<file path="config.mk">
export PLATFORM = sky130hd
export DESIGN_NAME = bit_serializer_flat
export DESIGN_NICKNAME = d
export VERILOG_FILES = /design/src/rtl/bit_serializer_if.sv /design/src/rtl/bit_serializer.sv /design/src/flat_wrapper.sv
export SDC_FILE = /design/constraint.sdc
export NUM_CORES = 1
export LEC_CHECK = 0
export CORE_UTILIZATION = 54
export CTS_CLUSTER_DIAMETER = 40
export DETAILED_ROUTE_END_ITERATION = 16
export GPL_TIMING_DRIVEN = 0
export PLACE_DENSITY = 0.83
export SETUP_SLACK_MARGIN = 0.02
export SYNTH_ARGS = -nofsm -noshare
export SYNTH_HDL_FRONTEND = slang
export SYNTH_SLANG_ARGS = --single-unit
</file>
<file path="constraint.sdc">
create_clock -name clock -period 3.11 [get_ports clock]
set_input_delay 0.622 -clock clock [delete_from_list [all_inputs] [get_ports clock]]
set_output_delay 0.622 -clock clock [all_outputs]
set_load 0.01 [all_outputs]
</file>
<file path="src/rtl/bit_serializer_if.sv">
// Parallel-word and serial-bit handshake bundle for bit_serializer.
// The master side drives words and bit_ready, and the slave side is the serializer.
interface bit_serializer_if #(
    parameter int unsigned WIDTH = 8
);
    logic [WIDTH-1:0] data_in;
    logic             data_valid;
    logic             data_ready;
    logic             flush;
    logic             bit_ready;
    logic             serial_bit;
    logic             bit_valid;
    logic             frame_start;
    logic             frame_last;

    modport master (
        output data_in,
        output data_valid,
        output flush,
        output bit_ready,
        input  data_ready,
        input  serial_bit,
        input  bit_valid,
        input  frame_start,
        input  frame_last
    );

    modport slave (
        input  data_in,
        input  data_valid,
        input  flush,
        input  bit_ready,
        output data_ready,
        output serial_bit,
        output bit_valid,
        output frame_start,
        output frame_last
    );
endinterface

</file>
<file path="src/rtl/bit_serializer.sv">
// MSB-first word-to-bit serializer with ready/valid on both sides and a synchronous flush.
// Every output comes straight from a register, so inputs never reach serial_bit or bit_valid combinationally.
module bit_serializer #(
    parameter int unsigned WIDTH = 8
) (
    input logic              clock,
    input logic              reset,
    bit_serializer_if.slave  bus
);
    localparam int unsigned CNT_W = $clog2(WIDTH + 1);

    typedef enum logic {
        IDLE,
        SHIFT
    } state_t;

    state_t             state;
    logic [WIDTH-1:0]   shreg;
    logic [CNT_W-1:0]   cnt;
    logic               ready_q;
    logic               valid_q;
    logic               start_q;
    logic               last_q;
    logic               accept;
    logic               transfer;

    always_comb begin
        accept   = 1'b0;
        transfer = 1'b0;
        accept   = (state == IDLE) && ready_q && bus.data_valid;
        transfer = valid_q && bus.bit_ready;
    end

    // frame_start/frame_last are registered copies of (cnt == WIDTH) and
    // (cnt == 1). They are computed from the counter's next value.
    always_ff @(posedge clock or negedge reset) begin
        if (!reset) begin
            state   <= IDLE;
            shreg   <= '0;
            cnt     <= '0;
            ready_q <= 1'b0;
            valid_q <= 1'b0;
            start_q <= 1'b0;
            last_q  <= 1'b0;
        end else if (bus.flush) begin
            state   <= IDLE;
            shreg   <= '0;
            cnt     <= '0;
            ready_q <= 1'b1;
            valid_q <= 1'b0;
            start_q <= 1'b0;
            last_q  <= 1'b0;
        end else begin
            case (state)
                IDLE: begin
                    ready_q <= 1'b1;
                    if (accept) begin
                        state   <= SHIFT;
                        shreg   <= bus.data_in;
                        cnt     <= CNT_W'(WIDTH);
                        ready_q <= 1'b0;
                        valid_q <= 1'b1;
                        start_q <= 1'b1;
                        last_q  <= 1'b0;
                    end
                end
                SHIFT: begin
                    if (transfer) begin
                        shreg   <= {shreg[WIDTH-2:0], 1'b0};
                        cnt     <= cnt - CNT_W'(1);
                        start_q <= 1'b0;
                        last_q  <= (cnt == CNT_W'(2));
                        if (last_q) begin
                            state   <= IDLE;
                            ready_q <= 1'b1;
                            valid_q <= 1'b0;
                            last_q  <= 1'b0;
                        end
                    end
                end
                default: begin
                    state <= IDLE;
                end
            endcase
        end
    end

    assign bus.data_ready  = ready_q;
    assign bus.serial_bit  = shreg[WIDTH-1];
    assign bus.bit_valid   = valid_q;
    assign bus.frame_start = start_q;
    assign bus.frame_last  = last_q;
endmodule

</file>
<file path="src/flat_wrapper.sv">
// flat-port wrapper written by rule: the top's interface ports become plain ports
module bit_serializer_flat 
#(
    parameter int unsigned WIDTH = 8
)
  (clock, reset, bus_data_in, bus_data_valid, bus_flush, bus_bit_ready, bus_data_ready, bus_serial_bit, bus_bit_valid, bus_frame_start, bus_frame_last);
  bit_serializer_if #(.WIDTH(WIDTH)) bus_i ();
  input logic clock;
  input logic reset;
  input wire logic [$bits(bus_i.data_in)-1:0] bus_data_in;
  input wire logic [$bits(bus_i.data_valid)-1:0] bus_data_valid;
  input wire logic [$bits(bus_i.flush)-1:0] bus_flush;
  input wire logic [$bits(bus_i.bit_ready)-1:0] bus_bit_ready;
  output wire logic [$bits(bus_i.data_ready)-1:0] bus_data_ready;
  output wire logic [$bits(bus_i.serial_bit)-1:0] bus_serial_bit;
  output wire logic [$bits(bus_i.bit_valid)-1:0] bus_bit_valid;
  output wire logic [$bits(bus_i.frame_start)-1:0] bus_frame_start;
  output wire logic [$bits(bus_i.frame_last)-1:0] bus_frame_last;
  assign bus_i.data_in = bus_data_in;
  assign bus_i.data_valid = bus_data_valid;
  assign bus_i.flush = bus_flush;
  assign bus_i.bit_ready = bus_bit_ready;
  assign bus_data_ready = bus_i.data_ready;
  assign bus_serial_bit = bus_i.serial_bit;
  assign bus_bit_valid = bus_i.bit_valid;
  assign bus_frame_start = bus_i.frame_start;
  assign bus_frame_last = bus_i.frame_last;
  bit_serializer #(.WIDTH(WIDTH)) u_core (.clock(clock), .reset(reset), .bus(bus_i));
endmodule
</file>
## Word level (Yosys, flattened, before mapping)

Index checks and enable logic that the tools add are counted.

- Output and inout port bits: 5
- Flip-flop bits (word level): 17

- Bitwise operators: 1
- Reduce and logical (&&, ||, !) cells: 6
- Add/sub/neg operators: 1
- Mux-type cells: 31
- Equality and inequality tests: 4

Operators by type and width:

| operator | number |
|---|---|
| $mux W8 | 3 |
| $mux W1 | 18 |
| $pmux W8 S2 | 1 |
| $mux W4 | 3 |
| $pmux W1 S2 | 5 |
| $pmux W4 S2 | 1 |
| $ne A3 B3 Y1 const B | 2 |
| $eq A4 B2 Y1 const B | 1 |
| $reduce_and A2 Y1 | 2 |
| $sub A4 B1 Y4 const B | 1 |
| $logic_and A1 B1 Y1 | 3 |
| $ne A3 B2 Y1 const B | 1 |
| $reduce_and A3 Y1 | 1 |
| $not A1 Y1 | 1 |

## Logic depth before layout (Yosys ltp)

- Depth in word-level cells: 6
- Gate-level depth with buffers: 5

## Worst setup path after synthesis

OpenSTA, ideal clock, no wires.

- Path type: in2reg
- Start point: in bus_flush
- End point: reg u_core.shreg[1]
- Path slack: 1469 ps
- Library setup time: 125 ps
- Buffers on the path: 1
- Stages on the path: 3
- Data arrival time: 1517 ps
- Path through: clkbuf_1 nor3b_4 mux2_2

- Word-level cells in the longest chain between the ends: 2
- Elaborated cells between the ends (all ways): 4
- Those cells by class: eq/ne: 2; mux: 1; reduce/logical: 1

RTL lines:

| element | RTL line | text |
|---|---|---|
| from (decl) | flat_wrapper.sv:12 | `input wire logic [$bits(bus_i.flush)-1:0] bus_flush;` |
| $ne A3 B3 Y1 (no line) or $ne A3 B2 Y1 (tied branches) | -- |  |
| $reduce_and A2 Y1 (no line) | -- |  |
| to (signal assigned) | bit_serializer.sv:59 | `shreg <= bus.data_in;` |
| to (signal assigned) | bit_serializer.sv:69 | `shreg <= {shreg[WIDTH-2:0], 1'b0};` |
| to (decl) | bit_serializer.sv:18 | `logic [WIDTH-1:0] shreg;` |

Several ways; a longest one is shown, not always the timed one.
A chain may end at the register's enable or synchronous reset.

## Worst setup path in the final report

- Start point: reg u_core.ready_q, in the netlist u_core.bus.data_ready
- End point: out bus_data_ready

RTL lines:

| element | RTL line | text |
|---|---|---|
| from (decl) | bit_serializer.sv:20 | `logic ready_q;` |
| from (signal assigned) | bit_serializer.sv:41 | `ready_q <= 1'b0;` |
| from (signal assigned) | bit_serializer.sv:49 | `ready_q <= 1'b1;` |
| from (signal assigned) | bit_serializer.sv:56 | `ready_q <= 1'b1;` |
| to (decl) | flat_wrapper.sv:14 | `output wire logic [$bits(bus_i.data_ready)-1:0] bus_data_ready;` |

No word-level cell between the ends.

==> results by group <==
Status
  – Status: finished clean

Synth
  – Mapped Area: 938 um2
  – Synth area leader: dfrtp_1
  – Dominant synthesized flop cell: dfrtp_1
  – Top post-synthesis cells by count: dfrtp_1, nor2_1, mux2_2, mux2i_1, nand3_1
  – Synthesized flop and latch total: 17
  – Post-synth EDFFs: 0
  – Synthesized area per cell: 10.2 um2
  – Leading cell type by number of instances after synthesis: dfrtp_1
  – Synth top area share: 45.3%
  – Synth unique cells: 30
  – Top cells by area, synth: dfrtp_1, mux2_2, mux2i_1
  – Syn_nets: 107
  – Cells after synthesis: 92
  – Fraction of registers with async set/reset: 100%
  – Sequential element share of the synthesized area: 45.3%
  – Synth Warn #: 0

Final layout
  – Layout cells sized above 1: 14.3%
  – Layout Nets: 128
  – Filler cells: 114
  – P&R area growth vs syn: 22.1%
  – Antenna cells: 0
  – Area of the multi-input gates: 473 um2
  – Final Util: 73.5%
  – Final std cells w/o fill: 128
  – FF+latch area: 425 um2

Power
  – Clock share of power: 25.4%
  – Reg power frac: 52.2%
  – Total design power: 493 uW
  – Gate power share: 22.4%
  – Max rail drop VDD: 0.000399 V
  – Internal power: 348 uW
  – Switching part of the total: 29.3%
  – NetSw: 144 uW
  – LEAKAGE: 0.000505 uW
  – PD cells: 430 mW/mm2

Routing
  – WL/cell: 15.4 um
  – Routed WL: 1970 um
  – DRC violation count after routing: 0
  – Drt initial violations: 21
  – Total iterations of the first detailed-routing run: 4
  – DR vias/cell: 6.01
  – Via Count: 769
  – Antenna Violating Nets Remaining: 0

Timing
  – Fin crit share: 64.9%
  – Hold slack: 520 ps
  – Worst Tran Pin Value: 768 ps
  – Fmax: 495 MHz
  – Hold violation total from the final report: 0
  – Setup tns final: 0 ps
  – Final setup vio count: 0
  – RSZ-0062 raised after global routing: false
  – Slew Limit Headroom: 48.6%
  – Pins Over Slew Limit: 0
  – Min Tclk post-route: 2020 ps
  – Layout Skew: 6.78 ps

Critical path
  – Buf+Inv Stages, Crit Path: 1
  – Critical-path top delay cell: clkdlybuf4s50_1
  – CP max FO: 8
  – R2R depth: 3
  – Kind of critical path: reg -> out
  – R2r setup slk: 1510 ps
  – WP data arrival: 1400 ps
  – Slowest stage delay, CP: 590 ps
  – Crit end category: output pin
  – Startpoint Class: flip-flop
  – Reg-to-Reg End: u_core.shreg[2]
  – Critical Path RT: 2490 ps
  – Worst R2R Start: u_core.bus.data_ready
  – Crit path max-delay family: buffers and inverters
  – Crit-path cells: clkdlybuf4s50_1

Worst hold path
  – Worst Hold Class: reg -> reg
  – Hold Crit Depth: 1
  – Hold Startpoint: u_core.shreg[4]
  – Worst Hold End: u_core.shreg[4]

Die
  – Die height: 43.7 um
  – Top-Level Pins: 18
  – Row count: 14
  – Core region area: 0.00156 mm2
  – Die area: 0.00191 mm2
  – Initial Utilization: 60.2%
  – Chip width: 43.7 um

Clock tree
  – Hold_buf cts: 0
  – Clk sinks: 17
  – Post-CTS sizing: 0
  – H-tree Lvls: 1
  – Clk pin slew, worst setup/hold paths: 110 ps
  – Clock root buffer: clkbuf_4
  – TritonCTS Buffers: 3
  – Clock latency on the worst-skew pair: 300 ps
  – Clk buf depth: 2
  – CTS tree: yes
  – Post-CTS Setup Inserts: 0

Placed design
  – Final HPWL DP: 1400 um
  – Port Buffers: 16
  – Final GP Congestion: 0.824
  – Cells after DPL: 124

GRT
  – Total track usage: 24.4%
  – Pin count of the biggest net entering global routing: 18
  – Global-route wire length before repair: 3420 um
  – Vias in the first global route: 772
  – GRT Residual Overflow: 0
  – Initial antenna violation count: 0

Run
  – Max-cap violations: 0
-- layout by cell type (no fill, tap or decap), drive strengths merged --
cell / count
clkbuf: 4
o21ai: 2
mux2i: 7
nor2: 11
nand2: 5
a211oi: 1
o21a: 1
a2bb2oi: 2
mux2: 7
nor3b: 1
dfrtp: 17
a31oi: 2
a311oi: 2
clkdlybuf4s50: 16
or3: 1
a21o: 1
nand2b: 1
clkinv: 1
nand3b: 1
nor4: 2
nand4: 1
nor2b: 1
nand3: 6
ha: 2
buf: 3
nor4bb: 1
inv: 5
a21oi: 5
and3b: 2
and4: 1
-- worst max path at each step --
stage | to | slack, ps | start | cells past startpoint
after floorplan | u_core.shreg[1] | 1470 | bus_flush | 3
after global placement | u_core.shreg[1] | 810 | bus_data_valid | 4
after detailed placement | u_core.shreg[2] | 790 | bus_data_valid | 4
after CTS | u_core.shreg[2] | 1110 | bus_data_valid | 4
after global routing | bus_data_ready | 1060 | u_core.bus.data_ready | 1
final | bus_data_ready | 1090 | u_core.bus.data_ready | 1
-- logic make-up after synthesis --
group | after synthesis | synth area share (%)
compound gates | 16 | 11.2
flops | 17 | 45.3
simple gates | 34 | 20.7
buf+inv | 9 | 4.27
mux | 14 | 15.9
fa+ha+maj | 2 | 2.67
-- power groups by stage --
stage | Sequential, uW | Combinational (uW) | Clock [uW]
6_report | 257 | 110 | 125
3_3_place_gp | 259 | 107 | 0
5_1_grt | 259 | 123 | 131
2_1_floorplan | 259 | 65.4 | 0
4_1_cts | 257 | 111 | 123
3_5_place_dp | 261 | 111 | 0
-- per-stage QoR --
stage / instance area (um2) / worst slack (ps)
2_1_floorplan: 938 / 1470
3_3_place_gp: 1120 / 812
3_5_place_dp: 1120 / 791
4_1_cts: 1150 / 1110
5_1_grt: 1150 / 1060
6_report: 1150 / 1090
-- state kept, by name, summed over array words and instances (netlist names) --
signal,flops
u_core.bus.bit_valid,1
u_core.state,1
u_core.bus.data_ready,1
u_core.cnt,4
u_core.shreg,8
u_core.bus.frame_start,1
u_core.bus.frame_last,1
-- area by class of cell --
type | count | share of cell area, %
Buffer | 4 | 1.86
Multi-Input combinational cell | 66 | 41.3
Inverter | 5 | 1.64
Clock buffer | 3 | 1.97
Clock inverter | 1 | 0.437
Sequential cell | 17 | 37.1
Tap cell | 16 | 1.75
Timing Repair Buffer | 16 | 14.0
-- layer usage --
metal,global-route usage (%),vias to the layer above,part of all wire (%)
li1,-,371,-
met1,31.1,367,44
met2,43.3,27,49
met3,3.75,4,5.6
met4,5.63,0,1.1
met5,0,-,0
(Power assumes the default switching activity.)
==> variant: new RTL, same flow settings <==
`WIDTH` is set to 8 in 3 places; all go to 4.
--- a/src/rtl/bit_serializer_if.sv
+++ b/src/rtl/bit_serializer_if.sv
@@ -2,5 +2,5 @@
 // The master side drives words and bit_ready, and the slave side is the serializer.
 interface bit_serializer_if #(
-    parameter int unsigned WIDTH = 8
+    parameter int unsigned WIDTH = 4
 );
     logic [WIDTH-1:0] data_in;
--- a/src/rtl/bit_serializer.sv
+++ b/src/rtl/bit_serializer.sv
@@ -2,5 +2,5 @@
 // Every output comes straight from a register, so inputs never reach serial_bit or bit_valid combinationally.
 module bit_serializer #(
-    parameter int unsigned WIDTH = 8
+    parameter int unsigned WIDTH = 4
 ) (
     input logic              clock,
--- a/src/flat_wrapper.sv
+++ b/src/flat_wrapper.sv
@@ -2,5 +2,5 @@
 module bit_serializer_flat 
 #(
-    parameter int unsigned WIDTH = 8
+    parameter int unsigned WIDTH = 4
 )
   (clock, reset, bus_data_in, bus_data_valid, bus_flush, bus_bit_ready, bus_data_ready, bus_serial_bit, bus_bit_valid, bus_frame_start, bus_frame_last);
Ports: changed (resized bus_data_in); port bits go from 18 to 14. No check against the original RTL was run, so the function may have changed too.
==> variant against the original RTL <==
- synthesized area shrank 28%
- sequential cell count down 5
- via count down 19%
- cell area is 27% lower
- die area fell by 27%
- power shrank 26%
- critical path depth stayed put
- worst setup slack better by 77 ps
- routed wire length shrank 19%
- largest cell class unchanged
- highest routed layer unchanged
==> variant: results (changes against the original RTL) <==
| Metric | Value |
|---|---|
| Net Count, Synth | `79 (-26%)` |
| Seq/Total Area, Yosys | `44.69% (-0.64 points)` |
| Synth area leaders | `dfrtp_1, a211oi_1, mux2i_1` |
| Clk slew on worst S/H paths | `80 ps (-30 ps)` |
| Cells after DPL | `95 (-23%)` |
| Leak pwr | `0.3543 nW (-30%)` |
| Post-Route M1 WL | `711 µm (-19%)` |
| PortBufs | `13 (-3)` |
| Slew at the pin with the worst max-slew slack | `562.1 ps (-206.3 ps)` |
| WHS | `492.3 ps (-27.19 ps)` |
| GRT Total Usage | `27.30% (+2.9 points)` |
| Via count of the first global-routing pass | `604 (-22%)` |
| Biggest regs | `u_core.shreg: 4 flops, u_core.cnt: 3 flops` |
| DR WL/cell | `16.29 µm (+5.7%)` |
| Post-synth cell types | `25 (-17%)` |
| Worst skew pair latency | `270 ps (-30 ps)` |
| Fillers | `92 (-19%)` |
| Post-DP HPWL | `1089 µm (-22%)` |
| Met2 Resource Use GR | `44.30% (+1.0 points)` |
| Outcome | `finished clean` |
| Hold_sp | `u_core.cnt[0]$_DFFE_PN0P_` |
| Final net count | `97 (-24%)` |
| Met3 routed WL | `92 µm (-17%)` |
| Register-to-register setup slack | `1890 ps (+380 ps)` |
| Met3 Track Usage GR | `3.571% (-0.18 points)` |
| Gpl congestion | `0.7897 (-4.2%)` |
| Vias | `620 (-19%)` |
| Hold EP | `u_core.cnt[0]$_DFFE_PN0P_` |
==> variant: changes by cell type after synthesis, sizes merged, moves of 3 or more <==
cell | unedited run | this run
a211oi | 1 | 8
and3 | 0 | 3
dfrtp | 17 | 12
inv | 5 | 2
mux2 | 7 | 0
mux2i | 7 | 4
nand3b | 1 | 4
nor2 | 11 | 2
==> variant: how the worst max path moves through the flow <==
stage,slack [ps],end,from
after detailed placement,1220,u_core.cnt[1]$_DFFE_PN0P_,bus_data_valid
after global placement,1200,u_core.cnt[1]$_DFFE_PN0P_,bus_data_valid
after floorplan,1820,u_core.cnt[1]$_DFFE_PN0P_,bus_data_valid
after global routing,1120,bus_data_ready,u_core.bus.data_ready$_DFFE_PN0P_
after CTS,1170,bus_data_ready,u_core.bus.data_ready$_DFFE_PN0P_
final,1170,bus_data_ready,u_core.bus.data_ready$_DFFE_PN0P_
==> variant: cell families after synthesis <==
family / Yosys count / share of synthesized area [%]
AO/OA/AOI/OAI: 20 / 20.11
XOR/XNOR: 1 / 1.304
adder cells (fa/ha/maj): 2 / 3.724
buffers and inverters: 6 / 3.910
flip-flops: 12 / 44.69
multiplexers: 4 / 5.959
AND/OR/NAND/NOR: 23 / 20.30
==> variant: layout make-up <==
type	count	area, µm²	area share [%]
inverters	2	7.507	0.8915
clock buffers	3	22.52	2.675
multi-input cells	50	345.3	41.01
plain buffers	4	18.77	2.229
repair buffers	13	130.1	15.45
well taps	14	17.52	2.080
flip-flops and latches	12	300.3	35.66
==> variant: worst reg2reg max path, stage by stage (launching register included) <==
cell and delay (ps):
dfrtp_1 470, nand2_1 190, a211oi_1 340, a211oi_1 90
==> variant: report_power, final <==
group / total (mW) / switching [mW] / internal (mW)
logic: 0.0850 / 0.0422 / 0.0428
clock network: 0.0973 / 0.0524 / 0.0449
registers: 0.180 / 0.0123 / 0.168
